File: src/rtl/gb_lcd_pkg.sv
// Shared geometry, accumulator constants and pattern codes for the Game Boy
// LCD timing generator.
package gb_lcd_pkg;

  localparam int DOTS_PER_LINE   = 456;
  localparam int LINES_PER_FRAME = 154;
  localparam int ACTIVE_W        = 160;
  localparam int ACTIVE_H        = 144;
  localparam int HSYNC_START     = 160;
  localparam int HSYNC_LEN       = 8;

  // 16384 / 62500 of 16 MHz gives the 4.194304 MHz dot rate
  localparam int ACC_INC = 16384;
  localparam int ACC_MOD = 62500;

  localparam int ACC_W  = 17;
  localparam int DOT_W  = 9;
  localparam int LINE_W = 8;

  typedef enum logic [1:0] {
    PAT_SOLID  = 2'd0,
    PAT_BARS   = 2'd1,
    PAT_CHECK  = 2'd2,
    PAT_SCROLL = 2'd3
  } pattern_t;

  function automatic logic [1:0] pattern_pixel(
    input pattern_t   pat,
    input logic [1:0] x_bar,
    input logic       x3,
    input logic       y3,
    input logic [1:0] frame_lsb
  );
    logic [1:0] pix;
    case (pat)
      PAT_SOLID: pix = 2'd3;
      PAT_BARS:  pix = x_bar;
      PAT_CHECK: pix = {2{x3 ^ y3}};
      default:   pix = x_bar + frame_lsb;
    endcase
    return pix;
  endfunction

endpackage

File: src/rtl/gb_lcd_timing_gen_tick.sv
// Fractional accumulator producing one-cycle dot ticks at ACC_INC/ACC_MOD of
// the board clock; spacing is always 3 or 4 clocks at the default ratio.
module gb_dot_tick_gen #(
  parameter int ACC_INC = gb_lcd_pkg::ACC_INC,
  parameter int ACC_MOD = gb_lcd_pkg::ACC_MOD
) (
  input  logic CLK16MHz,
  input  logic RESET,
  input  logic ENABLE,
  output logic TICK
);
  import gb_lcd_pkg::*;

  localparam logic [ACC_W-1:0] INC = ACC_W'(ACC_INC);
  localparam logic [ACC_W-1:0] MOD = ACC_W'(ACC_MOD);

  logic [ACC_W-1:0] acc;
  logic [ACC_W-1:0] acc_sum;

  assign acc_sum = acc + INC;

  always_ff @(posedge CLK16MHz) begin
    if (RESET || !ENABLE) begin
      acc  <= '0;
      TICK <= 1'b0;
    end else if (acc_sum >= MOD) begin
      acc  <= acc_sum - MOD;
      TICK <= 1'b1;
    end else begin
      acc  <= acc_sum;
      TICK <= 1'b0;
    end
  end

endmodule

File: src/rtl/gb_lcd_timing_gen.sv
// Game Boy LCD-side video source: dot/line counters, sync decode and test
// patterns, clocked by the fractional dot tick.
module gb_lcd_timing_gen #(
  parameter int DOTS_PER_LINE   = gb_lcd_pkg::DOTS_PER_LINE,
  parameter int LINES_PER_FRAME = gb_lcd_pkg::LINES_PER_FRAME,
  parameter int ACTIVE_W        = gb_lcd_pkg::ACTIVE_W,
  parameter int ACTIVE_H        = gb_lcd_pkg::ACTIVE_H,
  parameter int HSYNC_START     = gb_lcd_pkg::HSYNC_START,
  parameter int HSYNC_LEN       = gb_lcd_pkg::HSYNC_LEN,
  parameter int ACC_INC         = gb_lcd_pkg::ACC_INC,
  parameter int ACC_MOD         = gb_lcd_pkg::ACC_MOD
) (
  input  logic       CLK16MHz,
  input  logic       RESET,
  input  logic       ENABLE,
  input  logic [1:0] PATTERN,
  output logic       PIXEL_CLK,
  output logic       HSYNC,
  output logic       VSYNC,
  output logic [1:0] DATA,
  output logic [7:0] FRAME_NUM
);
  import gb_lcd_pkg::*;

  localparam logic [DOT_W-1:0]  DOT_LAST  = DOT_W'(DOTS_PER_LINE - 1);
  localparam logic [LINE_W-1:0] LINE_LAST = LINE_W'(LINES_PER_FRAME - 1);
  localparam logic [DOT_W-1:0]  ACT_X     = DOT_W'(ACTIVE_W);
  localparam logic [LINE_W-1:0] ACT_Y     = LINE_W'(ACTIVE_H);
  localparam logic [DOT_W-1:0]  HS_FIRST  = DOT_W'(HSYNC_START);
  localparam logic [DOT_W-1:0]  HS_END    = DOT_W'(HSYNC_START + HSYNC_LEN);

  logic              tick;
  logic [DOT_W-1:0]  dot;
  logic [LINE_W-1:0] line;
  pattern_t          pat_q;
  pattern_t          pat_cur;
  logic              pclk_cnt;
  logic              active;
  logic              frame_start;

  gb_dot_tick_gen #(
    .ACC_INC (ACC_INC),
    .ACC_MOD (ACC_MOD)
  ) u_tick (
    .CLK16MHz (CLK16MHz),
    .RESET    (RESET),
    .ENABLE   (ENABLE),
    .TICK     (tick)
  );

  // The counters name the dot being emitted on this tick; PATTERN is only
  // taken on the first dot of a frame so a frame never mixes patterns.
  assign frame_start = (dot == '0) && (line == '0);
  assign pat_cur     = frame_start ? pattern_t'(PATTERN) : pat_q;
  assign active      = (dot < ACT_X) && (line < ACT_Y);

  always_ff @(posedge CLK16MHz) begin
    if (RESET || !ENABLE) begin
      dot       <= '0;
      line      <= '0;
      pclk_cnt  <= 1'b0;
      PIXEL_CLK <= 1'b0;
      HSYNC     <= 1'b0;
      VSYNC     <= 1'b0;
      DATA      <= 2'd0;
      if (RESET) begin
        FRAME_NUM <= 8'd0;
        pat_q     <= PAT_SOLID;
      end
    end else begin
      if (tick) begin
        HSYNC <= (dot >= HS_FIRST) && (dot < HS_END);
        VSYNC <= (line == '0);
        pat_q <= pat_cur;
        DATA  <= active ? pattern_pixel(pat_cur, dot[5:4], dot[3], line[3], FRAME_NUM[1:0])
                        : 2'd0;
        if (dot == DOT_LAST) begin
          dot <= '0;
          if (line == LINE_LAST) begin
            line      <= '0;
            FRAME_NUM <= FRAME_NUM + 8'd1;
          end else begin
            line <= line + 1'b1;
          end
        end else begin
          dot <= dot + 1'b1;
        end
      end

      // Two-clock strobe: set on the active tick, held one more clock by the down-count
      if (tick && active) begin
        PIXEL_CLK <= 1'b1;
        pclk_cnt  <= 1'b1;
      end else if (pclk_cnt) begin
        pclk_cnt <= 1'b0;
      end else begin
        PIXEL_CLK <= 1'b0;
      end
    end
  end

endmodule

File: config.mk
export PLATFORM = sky130hd
export DESIGN_NAME = gb_lcd_timing_gen
export DESIGN_NICKNAME = d
export VERILOG_FILES = /design/src/rtl/gb_lcd_pkg.sv /design/src/rtl/gb_lcd_timing_gen_tick.sv /design/src/rtl/gb_lcd_timing_gen.sv
export SDC_FILE = /design/constraint.sdc
export NUM_CORES = 1
export LEC_CHECK = 0
export CORE_ASPECT_RATIO = 1.4
export CORE_UTILIZATION = 35
export CTS_CLUSTER_DIAMETER = 60
export DETAILED_ROUTE_END_ITERATION = 8
export PLACE_DENSITY = 0.53
export SLEW_MARGIN = 20
export SYNTH_ARGS = -nofsm -noshare
export SYNTH_HDL_FRONTEND = slang
export SYNTH_SLANG_ARGS = --single-unit
File: constraint.sdc
create_clock -name CLK16MHz -period 6.52 [get_ports CLK16MHz]
set_input_delay 1.304 -clock CLK16MHz [delete_from_list [all_inputs] [get_ports CLK16MHz]]
set_output_delay 1.304 -clock CLK16MHz [all_outputs]
set_load 0.05 [all_outputs]
==> load_flow_metrics.sql <==
INSERT INTO impl_metrics (metric_group, metric, value, unit) VALUES
('sta', 'max-slew-margin-rel', '0.383', ''),
('sta', 'hold_viol', '0', ''),
('cts', 'cell_chosen_for_the_clock_root', 'sky130_fd_sc_hd__clkbuf_8', ''),
('cts', 'clkSlewWorstSetupHoldPaths', '0.09', 'ns'),
('placement', 'hpwlAfterDp', '3380', 'µm'),
('sta', 'final.hold.worst_slack', '0.450', 'ns'),
('cts', 'clkSinkCount', '49', ''),
('grt', 'via_count_of_the_first_global_routing_pass', '1738', ''),
('synth', 'synth-edff-count', '10', ''),
('layout', 'antenna-diode-count', '0', ''),
('cts', 'clock_tree.buffer_depth', '2', ''),
('sta', 'timing.setup.tns', '0', 'ns'),
('synth', 'synth_async_sr_flop_share', '0', ''),
('placement', 'setup_slack_after_placement', '3.44', 'ns'),
('critical_path', 'critical_path_cell_sequence', 'clkdlybuf4s50_1', ''),
('synth', 'syn_avg_cell_area', '9.26', 'µm²'),
('critical_path', 'type_of_the_worst_setup_path', 'reg2out', ''),
('cts', 'cts_inserted_buffers', '5', ''),
('detailed_routing', 'first_pass_iters', '4', ''),
('cts', 'tritoncts', 'done', ''),
('floorplanning', 'core.rowCount', '35', ''),
('cts', 'post_cts.resized_instances', '0', ''),
('min_path', 'hold_path_depth', '2', ''),
('detailed_routing', 'drtIter0Drc', '50', ''),
('sta', 'finalCriticalPeriod', '2.87', 'ns'),
('power_and_ir_drop', 'power.density', '191', 'mW/mm²'),
('cts', 'post_cts_buffers', '0', ''),
('critical_path', 'crit_path_top_delay_cell', 'sky130_fd_sc_hd__clkdlybuf4s50_1', ''),
('floorplanning', 'design.portCount', '18', ''),
('placement', 'portBuffers', '17', ''),
('floorplanning', 'coreArea', '0.00666', 'mm²'),
('layout', 'nNetsFinal', '295', ''),
('detailed_routing', 'ratio_of_routed_vias_to_standard_cells', '4.90', ''),
('critical_path', 'timing.reg2reg.worst_path_depth', '8', ''),
('synth', 'netlist_instances', '264', ''),
('detailed_routing', 'routed-via-count', '1823', ''),
('critical_path', 'cp_num_cells', '1', ''),
('critical_path', 'timing.critical_path.from_type', 'register', ''),
('sta', 'rsz0062_at_grt', 'false', ''),
('critical_path', 'timing.critical_path.required', '5.22', 'ns'),
('floorplanning', 'die_width', '72.6', 'µm'),
('synth', 'synth.yosys.warnings', '0', ''),
('layout', 'post_route_cells_drive_above_1_share', '0.0536', ''),
('critical_path', 'worst_setup_path_end_kind', 'output port', ''),
('synth', 'ys_types', '48', ''),
('min_path', 'hp-class', 'reg2reg', ''),
('grt', 'grt_start_max_net_pins', '32', ''),
('sta', 'post-route-period-util', '0.440', ''),
('critical_path', 'cpLargestDelayFamily', 'buffers and inverters', ''),
('grt', 'gr-usage-all-layers', '0.144', ''),
('layout', 'area.growth.synth_to_final', '13.4', '%'),
('synth', 'ys_ff_latch', '49', ''),
('min_path', 'hold_end', 'DATA[0]$_SDFFE_PN0P_', ''),
('sta', 'setup_viol', '0', ''),
('cts', 'post_cts_hold_buffer_count', '0', ''),
('synth', 'syn-cell-area', '0.00244', 'mm²'),
('sta', 'max_freq', '348', 'MHz'),
('critical_path', 'setup.worst_path.start', 'FRAME_NUM[3]$_SDFFCE_PN0P_', ''),
('layout', 'fillers', '683', ''),
('critical_path', 'regToRegSetupSlack', '4.14', 'ns'),
('detailed_routing', 'ant_nets', '0', ''),
('critical_path', 'worst-endpoint-arrival', '1.57', 'ns'),
('floorplanning', 'die_area', '0.00733', 'mm²'),
('detailed_routing', 'drc_errors', '0', ''),
('flow_run', 'maxCapViolCount', '0', ''),
('critical_path', 'worst_r2r_endpoint', 'DATA[1]$_SDFFE_PN0P_', ''),
('cts', 'ctsHtreeMaxLevel', '2', ''),
('run_status', 'run_status', 'finished, final reports clean', ''),
('grt', 'overflow', '0', ''),
('detailed_routing', 'detail_route.wirelength', '4780', 'µm'),
('power_and_ir_drop', 'power.leakage', '0.977', 'nW');
cell families (layout without fill, tap and decap cells):
| group | count (synthesis) | after routing | synth area share |
|---|---|---|---|
| AND/OR/NAND/NOR | 113 | 113 | 0.234 |
| flip-flops | 49 | 49 | 0.442 |
| AO/OA/AOI/OAI | 33 | 33 | 0.0942 |
| XOR/XNOR | 33 | 33 | 0.118 |
| buffers and inverters | 20 | 36 | 0.0343 |
| adder cells (fa/ha/maj) | 11 | 11 | 0.0563 |
| multiplexers | 5 | 5 | 0.0210 |
flip-flops by register name, indices dropped and copies added, names as in the netlist:
register,count
DATA,2
HSYNC,1
u_tick.acc,15
line,8
PIXEL_CLK,1
pclk_cnt,1
u_tick.TICK,1
pat_q,2
FRAME_NUM,8
VSYNC,1
dot,9
how the worst max path moves through the flow:
| stage | endpoint |
|---|---|
| finish | FRAME_NUM[3] |
| global placement | DATA[1]$_SDFFE_PN0P_ |
| floorplan | FRAME_NUM[7]$_SDFFCE_PN0P_ |
| CTS | FRAME_NUM[3] |
| global route | FRAME_NUM[3] |
| detailed placement | DATA[1]$_SDFFE_PN0P_ |
routing by layer:
metal	GRT usage	part of all wire	vias to the layer above
li1	-	-	951
met1	0.188	0.49	841
met2	0.234	0.47	25
met3	0.0270	0.026	6
met4	0.0558	0.016	0
met5	0	0	-
power breakdown:
group / total [mW] / switching (mW) / internal (mW)
sequential: 0.318 / 0.00422 / 0.314
combinational: 0.0404 / 0.0254 / 0.0150
clock: 0.172 / 0.0998 / 0.0725
total: 0.531 / 0.129 / 0.401
final cells by class:
class / instances / area (µm²) / share of cell area
sequential: 49 / 1080 / 0.390
multi-input combinational: 195 / 1280 / 0.462
inverter: 10 / 37.5 / 0.0135
tap: 92 / 115 / 0.0415
clock buffer: 5 / 68.8 / 0.0248
clock inverter: 3 / 12.5 / 0.00451
timing repair buffer: 18 / 178 / 0.0641
tightest hold or removal path, stage by stage (launching register included):
cell and delay, ns:
sky130_fd_sc_hd__dfxtp_1 0.32, sky130_fd_sc_hd__nand2_1 0.05, sky130_fd_sc_hd__nand2_1 0.04
stage by stage:
stage	cells	instance area [µm²]	power, mW	utilization
final	372	2770	0.531	0.417
after global routing	372	2770	0.554	0.417
after CTS	372	2770	0.539	0.417
after detailed placement	364	2690	0.366	0.404
after global placement	364	2690	0.366	0.404
after floorplan	264	2440	0.352	-
cells in the mapped netlist (all sizes together) (2+ instances only):
master,number,share of area
nand2,13,0.020
clkbuf,7,0.011
nand3,11,0.023
xor2,18,0.064
a21o,3,0.0097
o21a,3,0.0092
and3,6,0.015
or3,5,0.013
nand4b,2,0.0072
a31o,2,0.0072
and4,3,0.011
dfxtp,39,0.32
o21ai,5,0.010
a21oi,8,0.016
edfxtp,10,0.12
nor4b,4,0.017
nor3,8,0.016
nand2b,5,0.013
ha,11,0.056
mux2i,4,0.016
nor2,46,0.071
inv,10,0.015
xnor2,15,0.054
buf,3,0.0082
nand4,5,0.013
placed cells by master (no fill, tap or decap), drive strengths merged, types with 2 or more instances in the layout:
master / instances
a21o: 3
a21oi: 8
a31o: 2
and3: 6
and4: 3
clkbuf: 5
clkdlybuf4s50: 17
clkinv: 3
dfxtp: 39
edfxtp: 10
ha: 11
inv: 10
mux2i: 4
nand2: 13
nand2b: 5
nand3: 11
nand4: 5
nand4b: 2
nor2: 46
nor3: 8
nor4b: 4
o21a: 3
o21ai: 5
or3: 5
xnor2: 15
xor2: 18
Note: power is estimated with default switching activity, not from simulation.
==> RTL change 1 (same settings) <==
Add an input register stage for `ENABLE` and `PATTERN`; this delays them by one clock.
--- a/src/rtl/gb_lcd_timing_gen.sv
+++ b/src/rtl/gb_lcd_timing_gen.sv
@@ -29,6 +29,14 @@
   localparam logic [DOT_W-1:0]  HS_FIRST  = DOT_W'(HSYNC_START);
   localparam logic [DOT_W-1:0]  HS_END    = DOT_W'(HSYNC_START + HSYNC_LEN);
 
+  logic ENABLE_q;
+  logic [1:0] PATTERN_q;
+
+  always_ff @(posedge CLK16MHz) begin
+    ENABLE_q  <= ENABLE;
+    PATTERN_q <= PATTERN;
+  end
+
   logic              tick;
   logic [DOT_W-1:0]  dot;
   logic [LINE_W-1:0] line;
@@ -44,18 +52,18 @@
   ) u_tick (
     .CLK16MHz (CLK16MHz),
     .RESET    (RESET),
-    .ENABLE   (ENABLE),
+    .ENABLE   (ENABLE_q),
     .TICK     (tick)
   );
 
   // The counters name the dot being emitted on this tick; PATTERN is only
   // taken on the first dot of a frame so a frame never mixes patterns.
   assign frame_start = (dot == '0) && (line == '0);
-  assign pat_cur     = frame_start ? pattern_t'(PATTERN) : pat_q;
+  assign pat_cur     = frame_start ? pattern_t'(PATTERN_q) : pat_q;
   assign active      = (dot < ACT_X) && (line < ACT_Y);
 
   always_ff @(posedge CLK16MHz) begin
-    if (RESET || !ENABLE) begin
+    if (RESET || !ENABLE_q) begin
       dot       <= '0;
       line      <= '0;
       pclk_cnt  <= 1'b0;
Check against the original RTL: not equivalent (a bounded check fails within 10 cycles, from zero or initial values).
==> RTL change 1 against the original RTL <==
Design area rose by 11%. Sequential cell count increased by 3. Sequential share of layout area is 1.8 points lower. Non-clock buffer count did not move. First-iteration DRC count up 72%. Setup slack got worse by 0.36 ns. Routed wire length increased by 14%. Area after synthesis is 10% higher. Total power grew 14%. Highest routed layer unchanged.
==> RTL change 1: results (changes against the original RTL) <==
stage,metric,value,unit,change
synth,adder-cell area share of the yosys netlist,5.10,%,-0.53 points
grt,largest net degree at the start of global routing,26,,-19%
clocking,post-CTS setup repair buffer count,0,,unchanged
synth,proportion of synthesized flip-flops having asynchronous set or reset,0,%,unchanged
power,reported leakage power,1.16,nW,+19%
sta,Layout Skew,0.0164,ns,+0.00813 ns
finish,fraction of final layout cells sized beyond drive strength 1,8.22,%,+2.9 points
finish,largest registers,"u_tick.acc x15, dot x9",,
place,port buffer count,17,,unchanged
worst_setup_path,highest fanout seen on the critical path,25,,+20
detailed_routing,initial detailed-routing violation count,86,,+72%
detailed_routing,first-pass iteration count of the detailed router,4,,unchanged
detailed_routing,detailed-route wire length per cell,13.5,um,+5.3%
sta,normalized max-slew margin,33.9,%,-4.5 points
synth,multiplexer area fraction after synthesis,5.93,%,+3.8 points
clocking,number of gates given a new drive strength after cts,0,,unchanged
min_path,min-delay worst type,flop to flop,,
synth,number of distinct library cells after synthesis,52,,+8.3%
clocking,cell at the root of the clock tree,sky130_fd_sc_hd__clkbuf_8,,
synth,xor-xnor portion of the synthesized cell area,8.43,%,-3.4 points
place,Area after DPL,2950,um2,+9.8%
worst_setup_path,"Largest delay share family, worst path",simple AND/OR/NAND/NOR gates,,
grt,initial antenna violation count,0,,unchanged
grt,first-pass GRT wire length,9.08,mm,+10%
clocking,maximum buffer depth of the clock tree,2,,unchanged
clocking,source-to-sink clock delay at the later pin of the worst-skew pair,0.31,ns,
place,gp weighted congestion,0.771,,+9.1%
place,post-detail-place hpwl,3.97,mm,+18%
synth,largest cells by area after synthesis,"sky130_fd_sc_hd__dfxtp_1 31%, sky130_fd_sc_hd__edfxtp_1 11%, sky130_fd_sc_hd__xor2_1 5.5%",,
clocking,CTS clock-pin slew for the worst setup and hold paths,0.10,ns,
synth,number of flops mapped to enable cells by yosys,10,,unchanged
grt,total overflow reported by the global router,0,,unchanged
status,outcome,finished clean,,
grt,via count of the first global-routing pass,1888,,+8.6%
grt,all-layer global routing usage,14.2,%,-0.25 points
synth,top post-synthesis cells by count,"42 x sky130_fd_sc_hd__dfxtp_1, 35 x sky130_fd_sc_hd__nor2_1, 25 x sky130_fd_sc_hd__nand2_1",,
synth,"Primary FF master, synth",sky130_fd_sc_hd__dfxtp_1,,
clocking,total CTS buffers,5,,unchanged
synth,net count after synthesis,304,,+8.6%
power,worst vdd rail ir drop,0.102,mV,+31%
finish,number of diodes added for antenna fixing,0,,unchanged
detailed_routing,total vias in the final route,2005,,+10%
finish,nets,319,,+8.1%
worst_setup_path,Critical Path Max Stage Delay,0.79,ns,-0.04 ns
synth,post-synthesis compound-gate area fraction,9.08,%,-0.33 points
clocking,H-tree levels,2,,unchanged
synth,"Seq/Total Area, Yosys",42.3,%,-2.0 points
synth,Yosys warning total,0,,unchanged
worst_setup_path,slowest stage cell on the critical path,sky130_fd_sc_hd__nand2b_1,,
worst_setup_path,crit path DAT,3.44,ns,+1.87 ns
RTL change 1: area by class of cell:
type                    instances  area, um2
clock inverters                 3       42.5
multi-input cells             216       1480
well taps                      97        121
repair buffers                 18        178
clock buffers                   5       68.8
fillers                       736       4340
flip-flops and latches         52       1140
inverters                      10       37.5
RTL change 1: path summary, 6_finish.rpt:
path,from,to,slack (ns),depth (start not counted)
max,RESET,DATA[1],3.29,6
min,pclk_cnt,PIXEL_CLK,0.48,1
max reg2reg,dot[1],FRAME_NUM[5],4.43,4
min reg2reg,pclk_cnt,PIXEL_CLK,0.48,1
RTL change 1: where the power goes:
part / total (W) / internal [W] / switching [W]
clock network: 0.000227 / 0.000114 / 0.000113
registers: 0.000338 / 0.000333 / 0.00000516
logic: 0.0000418 / 0.0000159 / 0.0000259
total: 0.000607 / 0.000463 / 0.000144
RTL change 1: stage by stage:
| step | std cells | setup slack, ns | hold slack (ns) |
|---|---|---|---|
| 6_report | 401 | 3.29 | 0.481 |
| 3_3_place_gp | 393 | 3.01 | 0.449 |
| 2_1_floorplan | 288 | 4.18 | 0.445 |
| 3_5_place_dp | 393 | 2.98 | 0.455 |
| 5_1_grt | 401 | 3.08 | 0.500 |
| 4_1_cts | 401 | 3.31 | 0.483 |
RTL change 1: cells by family after synthesis:
family | after synthesis
buffers and inverters | 20
flip-flops | 52
adder cells (fa/ha/maj) | 11
AND/OR/NAND/NOR | 128
XOR/XNOR | 26
AO/OA/AOI/OAI | 36
multiplexers | 15
RTL change 1: metal layers:
layer / up-vias / share of wire [%] / GRT usage, %
met5: - / 0 / 0
met4: 0 / 0.98 / 4.53
met3: 4 / 2.4 / 2.92
met2: 24 / 52 / 26.3
met1: 944 / 44 / 16.1
li1: 1033 / - / -
==> RTL change 2 (same flow settings) <==
Made on the original files. Set the package constant `ACC_W` to 34 (it was 17).
--- a/src/rtl/gb_lcd_pkg.sv
+++ b/src/rtl/gb_lcd_pkg.sv
@@ -13,7 +13,7 @@
   localparam int ACC_INC = 16384;
   localparam int ACC_MOD = 62500;
 
-  localparam int ACC_W  = 17;
+  localparam int ACC_W  = 34;
   localparam int DOT_W  = 9;
   localparam int LINE_W = 8;
 
Check against the original RTL: same outputs for any inputs over 10 cycles, from zero or initial values; that may be too few to reach the edited logic, so the function may still have changed.
==> RTL change 2 against the original RTL <==
Synthesized cell count is 69% higher. Via count grew 72%. Sequential cell count increased by 17. Routed wire length is 78% higher. Area after synthesis rose by 60%. Sequential power grew 89%. Critical path type is now flop to flop. Register-to-register slack lost 1.2 ns. Largest cell class unchanged. Total power grew to 3.9 times the old value. Critical path depth grew 7. Setup slack worse by 0.68 ns. Design area up 62%. Clock skew shrank 0.0017 ns. Final cell count is 61% higher.
==> RTL change 2: results (changes against the original RTL) <==
stage,metric,value,unit,change
status,outcome,finished clean,,
grt,largest net degree at the start of global routing,50,,+56%
clocking,total CTS buffers,9,,+4
finish,relative area of non-clock buffer cells in the final design,3.80,%,-2.6 points
worst_setup_path,Critical path origin,u_tick.acc[17],,
finish,Seq area share,31.7,%,-7.3 points
grt,first-pass GRT wire length,14.7,mm,+78%
synth,largest cells by area after synthesis,"sky130_fd_sc_hd__dfxtp_1 29%, sky130_fd_sc_hd__edfxtp_1 7.7%, sky130_fd_sc_hd__xnor2_1 7.6%",,
worst_setup_path,highest fanout seen on the critical path,12,,+7
finish,multi-input combinational cell area,2330,um2,+82%
worst_setup_path,R2R setup slack,2.96,ns,-1.18 ns
finish,Multi-input comb cells,349,,+79%
synth,number of distinct library cells after synthesis,61,,+27%
finish,nets,469,,+59%
place,Cell Count Post-Placement,583,,+60%
finish,fraction of final layout cells sized beyond drive strength 1,8.30,%,+2.9 points
worst_setup_path,Worst Setup EP,u_tick.acc[20],,
power,worst vdd rail ir drop,0.209,mV,+170%
synth,top post-synthesis cells by count,"78 x sky130_fd_sc_hd__nor2_1, 56 x sky130_fd_sc_hd__dfxtp_1, 34 x sky130_fd_sc_hd__nand2_1, 34 x sky130_fd_sc_hd__xnor2_1, 34 x sky130_fd_sc_hd__xor2_1",,
finish,largest registers,"u_tick.acc x32, dot x9",,
finish,Non-clock buffers,17,,-1
place,gp weighted congestion,0.792,,+12%
grt,met2 Resource Use GR,28.5,%,+5.1 points
grt,GR met1 Demand/Resource,17.8,%,-1.0 points
finish,Storage cell area,1420,um2,+31%
==> RTL change 2: changes by cell type after synthesis, moves of 10 or more <==
cell,change
sky130_fd_sc_hd__nor2_1,+32
sky130_fd_sc_hd__nand2_1,+21
sky130_fd_sc_hd__xor2_1,+16
sky130_fd_sc_hd__nand4_1,+10
sky130_fd_sc_hd__xnor2_1,+19
sky130_fd_sc_hd__dfxtp_1,+17
==> RTL change 2: layer usage <==
layer	wire, um	share of wire (%)	vias to the layer above
li1	-	-	1568
met1	3550	42	1498
met2	4410	52	56
met3	258	3.0	19
met4	257	3.0	0
met5	0	0	-
==> RTL change 2: power by group through the flow <==
stage / logic, W / registers [W] / clock network, W
after global placement: 0.000901 / 0.000607 / 0
after CTS: 0.000916 / 0.000600 / 0.000570
after floorplan: 0.000799 / 0.000573 / 0
final: 0.000912 / 0.000600 / 0.000557
after detailed placement: 0.000907 / 0.000607 / 0
after global routing: 0.00102 / 0.000613 / 0.000590
